==> config.mk <==
export PLATFORM = sky130hd
export DESIGN_NAME = color_picker
export DESIGN_NICKNAME = d
export VERILOG_FILES = /design/src/rtl/color_pkg.sv /design/src/rtl/color_picker_rom.sv /design/src/rtl/color_picker.sv
export SDC_FILE = /design/constraint.sdc
export NUM_CORES = 1
export LEC_CHECK = 0
export BUFFER_PORTS_ARGS = -buffer_cell sky130_fd_sc_hd__buf_2
export CAP_MARGIN = 5
export CORE_AREA = 2 2 82 65
export DETAILED_ROUTE_END_ITERATION = 10
export DIE_AREA = 0 0 84 67
export PLACE_DENSITY = 0.9
export SETUP_SLACK_MARGIN = 0.05
export SYNTH_ARGS = -nofsm -noshare
export SYNTH_HDL_FRONTEND = slang
export SYNTH_HIERARCHICAL = 1
export SYNTH_SLANG_ARGS = --single-unit
==> constraint.sdc <==
create_clock -name clk -period 4.4 [get_ports clk]
set_clock_uncertainty 0.05 [all_clocks]
set_input_delay 0.88 -clock clk [delete_from_list [all_inputs] [get_ports clk]]
set_output_delay 0.88 -clock clk [all_outputs]
set_load 0.01 [all_outputs]
==> src/rtl/color_pkg.sv <==
// color_pkg
// Shared definitions for the palette lookup: palette geometry, the packed
// RGB type, the scan FSM state type and the palette contents.
// No ports (package).
package color_pkg;

  localparam int PALETTE_SIZE = 20;
  localparam int IDX_W        = 5;

  typedef logic [23:0] rgb_t;

  typedef enum logic [1:0] {
    IDLE = 2'd0,
    SCAN = 2'd1,
    DONE = 2'd2
  } state_t;

  // Palette contents. Entry 12 repeats entry 5 on purpose so the
  // lowest-index-wins rule is exercised by real data.
  function automatic rgb_t palette_entry(input int k);
    case (k)
      0:       palette_entry = 24'hFF0000;
      1:       palette_entry = 24'h00FF00;
      2:       palette_entry = 24'h0000FF;
      3:       palette_entry = 24'hFFFF00;
      4:       palette_entry = 24'h00FFFF;
      5:       palette_entry = 24'hFF00FF;
      6:       palette_entry = 24'hC0C0C0;
      7:       palette_entry = 24'h808080;
      8:       palette_entry = 24'h800000;
      9:       palette_entry = 24'h808000;
      10:      palette_entry = 24'h008000;
      11:      palette_entry = 24'h800080;
      12:      palette_entry = 24'hFF00FF;
      13:      palette_entry = 24'h008080;
      14:      palette_entry = 24'h000080;
      15:      palette_entry = 24'hFFA500;
      16:      palette_entry = 24'hA52A2A;
      17:      palette_entry = 24'hFFFFFF;
      18:      palette_entry = 24'h123456;
      19:      palette_entry = 24'h000000;
      default: palette_entry = 24'h000000;
    endcase
  endfunction

endpackage

==> src/rtl/color_picker_rom.sv <==
// color_picker_rom
// Palette ROM with a registered read port (one cycle of read latency).
// Ports:
//   clk  - rising-edge clock
//   addr - palette index to read
//   data - palette entry at the address sampled on the previous edge
module color_picker_rom #(
  parameter int PALETTE_SIZE = color_pkg::PALETTE_SIZE,
  parameter int IDX_W        = color_pkg::IDX_W
) (
  input  logic              clk,
  input  logic [IDX_W-1:0]  addr,
  output logic [23:0]       data
);
  import color_pkg::*;

  rgb_t rom [PALETTE_SIZE];

  for (genvar gi = 0; gi < PALETTE_SIZE; gi++) begin : g_rom
    assign rom[gi] = palette_entry(gi);
  end

  always_ff @(posedge clk) begin
    data <= rom[addr];
  end

endmodule

==> src/rtl/color_picker.sv <==
// color_picker
// Looks up a 24-bit RGB value in the palette ROM by linear scan and reports
// whether it was found and at which (lowest) index.
// Ports:
//   clk        - rising-edge clock
//   reset      - synchronous, active-low reset
//   pick       - lookup request, accepted only while idle
//   pickColor  - RGB value to find, captured with an accepted pick
//   busy       - high while the scan runs
//   done       - one-cycle pulse when a scan completes
//   found      - result of the last completed scan
//   colorIndex - index of the last successful match
module color_picker #(
  parameter int PALETTE_SIZE = color_pkg::PALETTE_SIZE,
  parameter int IDX_W        = color_pkg::IDX_W
) (
  input  logic              clk,
  input  logic              reset,
  input  logic              pick,
  input  logic [23:0]       pickColor,
  output logic              busy,
  output logic              done,
  output logic              found,
  output logic [IDX_W-1:0]  colorIndex
);
  import color_pkg::*;

  localparam logic [IDX_W-1:0] LAST_IDX = IDX_W'(PALETTE_SIZE - 1);

  state_t           state_reg, state_next;
  rgb_t             color_reg, color_next;
  logic [IDX_W-1:0] addr_reg, addr_next;
  // rd_idx/rd_valid track which entry is currently on the ROM output,
  // since the address counter runs one step ahead and saturates at the end.
  logic [IDX_W-1:0] rd_idx_reg, rd_idx_next;
  logic             rd_valid_reg, rd_valid_next;
  logic             found_reg, found_next;
  logic [IDX_W-1:0] index_reg, index_next;
  rgb_t             rom_data;
  logic             hit, exhausted;

  color_picker_rom #(
    .PALETTE_SIZE (PALETTE_SIZE),
    .IDX_W        (IDX_W)
  ) u_rom (
    .clk  (clk),
    .addr (addr_reg),
    .data (rom_data)
  );

  assign hit       = rd_valid_reg && (rom_data == color_reg);
  assign exhausted = rd_valid_reg && (rd_idx_reg == LAST_IDX);

  always_comb begin
    state_next    = state_reg;
    color_next    = color_reg;
    addr_next     = addr_reg;
    rd_idx_next   = rd_idx_reg;
    rd_valid_next = 1'b0;
    found_next    = found_reg;
    index_next    = index_reg;
    case (state_reg)
      IDLE: begin
        if (pick) begin
          color_next = pickColor;
          addr_next  = '0;
          state_next = SCAN;
        end
      end
      SCAN: begin
        rd_idx_next   = addr_reg;
        rd_valid_next = 1'b1;
        if (addr_reg != LAST_IDX) begin
          addr_next = addr_reg + 1'b1;
        end
        // The first hit stops the scan, so duplicates resolve to the lowest index.
        if (hit) begin
          found_next    = 1'b1;
          index_next    = rd_idx_reg;
          state_next    = DONE;
          rd_valid_next = 1'b0;
        end else if (exhausted) begin
          found_next    = 1'b0;
          state_next    = DONE;
          rd_valid_next = 1'b0;
        end
      end
      DONE: begin
        state_next = IDLE;
      end
      default: begin
        state_next = IDLE;
      end
    endcase
  end

  always_ff @(posedge clk) begin
    if (!reset) begin
      state_reg    <= IDLE;
      color_reg    <= '0;
      addr_reg     <= '0;
      rd_idx_reg   <= '0;
      rd_valid_reg <= 1'b0;
      found_reg    <= 1'b0;
      index_reg    <= '0;
    end else begin
      state_reg    <= state_next;
      color_reg    <= color_next;
      addr_reg     <= addr_next;
      rd_idx_reg   <= rd_idx_next;
      rd_valid_reg <= rd_valid_next;
      found_reg    <= found_next;
      index_reg    <= index_next;
    end
  end

  assign busy       = (state_reg == SCAN);
  assign done       = (state_reg == DONE);
  assign found      = found_reg;
  assign colorIndex = index_reg;

endmodule

# == After elaboration in Yosys (flattened, before gate mapping) ==
# Memories as Yosys holds them, arrays and structs flattened. A register that Yosys moved wholly into a read port is not among the register bits.
# Cells that the tools add are included.
# totals
ramBits,0
romBits,768
output_inout_bits,8
ff_bits,43
word_cells,41
mem_count,1
latch_bits,0
inputBits,27
# memory_table
name,depth,word_bits,rd,rd_clocked_by_memory_dff,write_ports,line,rtl
(no name shown),32,24,1,1,0,color_picker_rom.sv:24,data <= rom[addr];
# op_classes
div,0
n_reduce_logical,11
shift,0
n_mux,10
magnitude_cmp,0
n_addsub,1
bitwise_logic,3
eq_ne,8
mul,0
# ops
operator,count
24-bit == test,1
5-bit two-way mux,2
5-bit one-hot mux with 2 select lines,1
2-bit AND reduction,4
2-bit two-way mux,3
5-bit inverter with 6-bit output,1
"5-bit by 1-bit adder with 5-bit output, second input constant",1
"5-bit == test, second input constant",1
"5-bit != test, second input constant",1
2-bit one-hot mux with 2 select lines,1
2-bit nonzero test,2
1-bit two-way mux,3
"3-bit by 1-bit != test with 1-bit output, second input constant",1
3-bit AND reduction,1
3-bit OR reduction,1
"2-bit by 1-bit == test with 1-bit output, second input constant",1
"2-bit == test, second input constant",1
1-bit logical AND,2
2-bit logical NOT,1
"2-bit by 1-bit != test with 1-bit output, second input constant",1
"2-bit != test, second input constant",1
1-bit inverter,2

# == Logic depth before layout (Yosys ltp) ==
# logic_depth
word_depth,5
mapped_depth,6
ltp_nobuf,5

# == Modules after synthesis ==
# The synthesis kept the hierarchy.
# modules_own_cells
module,n_inst,seq_area_each_um2,area_each_um2,cells_per_inst
color_picker,1,860.8,1944.4,229
color_picker_rom,1,360.3,944.7,107

# == Worst setup path before layout ==
# Ideal clock, no wire load.
# synth_timing
path_type,reg-to-reg
start,reg addr_reg[0]
end,reg u_rom.data[15]
stages_incl_launch_ff,7
required_ns,4.230
setup_time_ns,0.120
path_slack_ns,2.637
arrival_ns,1.593
path_buffers,1
period_less_slack_ns,1.763
cell_sequence,dfxtp_1 > inv_1 > ha_1 > clkbuf_1 > mux2i_1 > nor2_1 > a211o_1
# synth_via
elab_chain_len,1
# synth_rtl
item,line,rtl
start: declaration,color_picker.sv:32,"logic [IDX_W-1:0] addr_reg, addr_next;"
start signal: assignment,color_picker.sv:109,addr_reg <= addr_next;
5-bit inverter with 6-bit output (not written as such),color_picker_rom.sv:24,
end: declaration,color_picker_rom.sv:13,output logic [23:0] data
# No other way between the ends.
# A chain may end at the register's enable or synchronous reset.

# == Final worst setup path ==
# layout_timing
start,reg state_reg[1]
end,out busy
# layout_via
elab_chain_len,1
# layout_rtl
item,line,rtl
start: declaration,color_picker.sv:30,"state_t state_reg, state_next;"
start signal: assignment,color_picker.sv:107,state_reg <= state_next;
2-bit by 1-bit == test with 1-bit output,color_picker.sv:117,assign busy = (state_reg == SCAN);
end: declaration,color_picker.sv:21,"output logic busy,"
# No other way between the ends.

==> results.yml <==
logic_synthesis:
  synth-async-reset-ratio_pct: 0
  synthTopCellsByArea: "dfxtp_1, nand2_1, xnor2_1, a21boi_0, ha_1"
  synth_area_leader_cell: "dfxtp_1"
  synth_top_area_share_pct: 42.3
  avgSynthCellArea_um2: 8.60
  synth_enable_flop_cells: 0
  synth_cell_types: 41
  yosys_warnings: 6
  syn_inst: 336
  yosysSeqAreaShare_pct: 42.3
  syn_nets: 372
  synth_common_cells: "nand2_1, dfxtp_1, xnor2_1, a21boi_0, nor2_1"
  synth_ff_type: "dfxtp_1"
  synth_most_common_cell: "nand2_1"
  syn-cell-area_um2: 2890
  synth-seq-cells: 61
power:
  leakagePower_nw: 1.27
  finalPower_mw: 1.24
  pwr_density_cell_nw_per_um2: 387
  ir_worst_vdd_v: 0.000220
floorplanning:
  initial_utilization_pct: 60.7
  die_h_um: 67
  die_w_um: 84
  die_area_um2: 5630
  coreArea_um2: 4760
  io_pins: 35
  core.rowCount: 22
cells_and_area:
  drive_gt1_share_pct: 15.4
  diodes: 0
  stdcell_area_um2: 3200
  area_growth_pct: 10.6
  largest_register_ff_count: 24
  post-route-util_pct: 67.1
  nets: 394
drt:
  drc: 0
  routed_wl_um: 6460
  wire_per_inst_um: 15.3
  vias: 2392
  drt-initial-drc-count: 163
  ant_nets: 0
  firstDrtPassIters: 5
  viasPerCell: 5.65
timing:
  tightest_slew_ns: 0.932
  rsz0062_at_grt: "false"
  setup_viol: 0
  hold_viol: 0
  setup-tns-final_ns: 0
  max_freq_ghz: 0.427
  final_max_slew_viol_count: 0
  relSlewSlack_pct: 37.9
  post-route-period-util_pct: 53.3
  finalCriticalPeriod_ns: 2.34
clock_tree:
  clkSlewWorstSetupHoldPaths_ns: 0.07
  post_cts_buffers: 0
  clockBufferDepth: 2
  cts_buffers: 9
  cts_max_level: 3
  cts-root-buf: "clkbuf_8"
  clkLatencyLatePin_ns: 0.34
  clock_sinks: 61
  cts_resized: 0
  cts_tree: "built"
  holdBufCountCts: 0
global_route:
  grt_max_degree: 46
  grt_pass1_wl_um: 10600
  first_global_vias: 2222
  grt_usage_pct: 24.7
  overflow: 0
  antenna_found_initial: 0
hold_path:
  hp-class: "reg2reg"
setup_path:
  cp-end-kind: "output port"
  critPathTopFamily: "flip-flops"
  cp_slowest_stage_delay_ns: 0.38
  crit_fanout: 8
  cp.required_ns: 3.47
  crit_chain: "nand2b_1 > inv_2 > buf_2"
  crit_arrival_ns: 1.41
  slowest_stage: "dfxtp_1"
  criticalPathCategory: "reg2out"
  start_kind: "flip-flop"
  path_buf_inv: 2
status:
  outcome: "complete, no violations"
flow_run:
  cap_violations: 0
placed_design:
  io_buffers: 34
  gp_congestion: 0.890
  dpl-instance-area_um2: 3010
  hpwl_um: 4320
logic make-up (layout without fill, tap and decap cells):
logic type | count (synthesis) | count (layout) | share of synthesized area [%]
AND/OR/NAND/NOR | 137 | 137 | 22.0
AO/OA/AOI/OAI | 62 | 62 | 14.7
flip-flops | 61 | 61 | 42.3
buffers and inverters | 30 | 57 | 5.28
XOR/XNOR | 28 | 28 | 8.49
adder cells (fa/ha/maj) | 9 | 9 | 3.90
multiplexers | 9 | 9 | 3.29
placed cells by master (no fill, tap or decap), types with 2 or more instances in the layout:
cell type  instances
ha_1               9
nor3_1             8
inv_1              6
clkbuf_8          12
a31oi_1            2
and2_1             4
xnor2_1           25
nand2b_1           4
nand4_1            5
and2b_1            2
a21boi_1           7
xor2_1             3
nor2_1            14
a21oi_1            9
a21boi_0          23
clkinv_2           2
nor2b_1            4
nand2_1           83
o21ai_0           11
buf_2             34
nand3_1            5
nor3b_1            2
a211oi_1           3
dfxtp_1           61
mux2i_1            8
layout make-up:
cell class,instances,area (µm²)
fill,374,1570
clock buffer,13,169
sequential,61,1220
timing repair buffer,34,170
inverter,7,26.3
clock inverter,3,18.8
multi-input combinational,245,1520
tap,60,75.1
path summary, 6_finish.rpt:
kind / start / to / slack (ns) / depth (start not counted)
max: state_reg[1]$_SDFFE_PN0P_ / busy / 2.06 / 3
min: colorIndex[4]$_SDFFE_PN0P_ / colorIndex[4]$_SDFFE_PN0P_ / 0.41 / 2
max reg2reg: addr_reg[0]$_SDFFE_PN0P_ / u_rom/data[13]$_DFF_P_ / 2.26 / 5
min reg2reg: colorIndex[4]$_SDFFE_PN0P_ / colorIndex[4]$_SDFFE_PN0P_ / 0.41 / 2
per-stage QoR:
stage	setup slack, ns	hold slack, ns	cells
final	2.06	0.414	423
after global routing	1.97	0.433	423
after CTS	2.07	0.418	423
after detailed placement	2.16	0.407	407
after global placement	2.26	0.393	407
after floorplan	2.64	0.398	336
power by group:
part	internal [mW]	switching (mW)	total, mW
Sequential	0.588	0.0303	0.618
Combinational	0.0712	0.0870	0.158
Clock	0.250	0.211	0.461
Total	0.909	0.329	1.24
worst register-to-register path, stage by stage, from the launching register on:
cell and delay [ns]:
dfxtp_1 0.68, inv_1 0.21, ha_1 0.28, mux2_4 0.28, a221oi_2 0.39, a21oi_1 0.09
layer usage:
| layer | up-vias | part of all wire (%) | track usage (%) | wire, µm |
|---|---|---|---|---|
| met5 | - | 0 | 0 | 0 |
| met1 | 1101 | 42 | 30.1 | 2730 |
| li1 | 1151 | - | - | - |
| met4 | 0 | 2.6 | 12.5 | 170 |
| met3 | 22 | 8.2 | 8.18 | 529 |
| met2 | 118 | 47 | 39.6 | 3030 |
(Power assumes the default switching activity.)
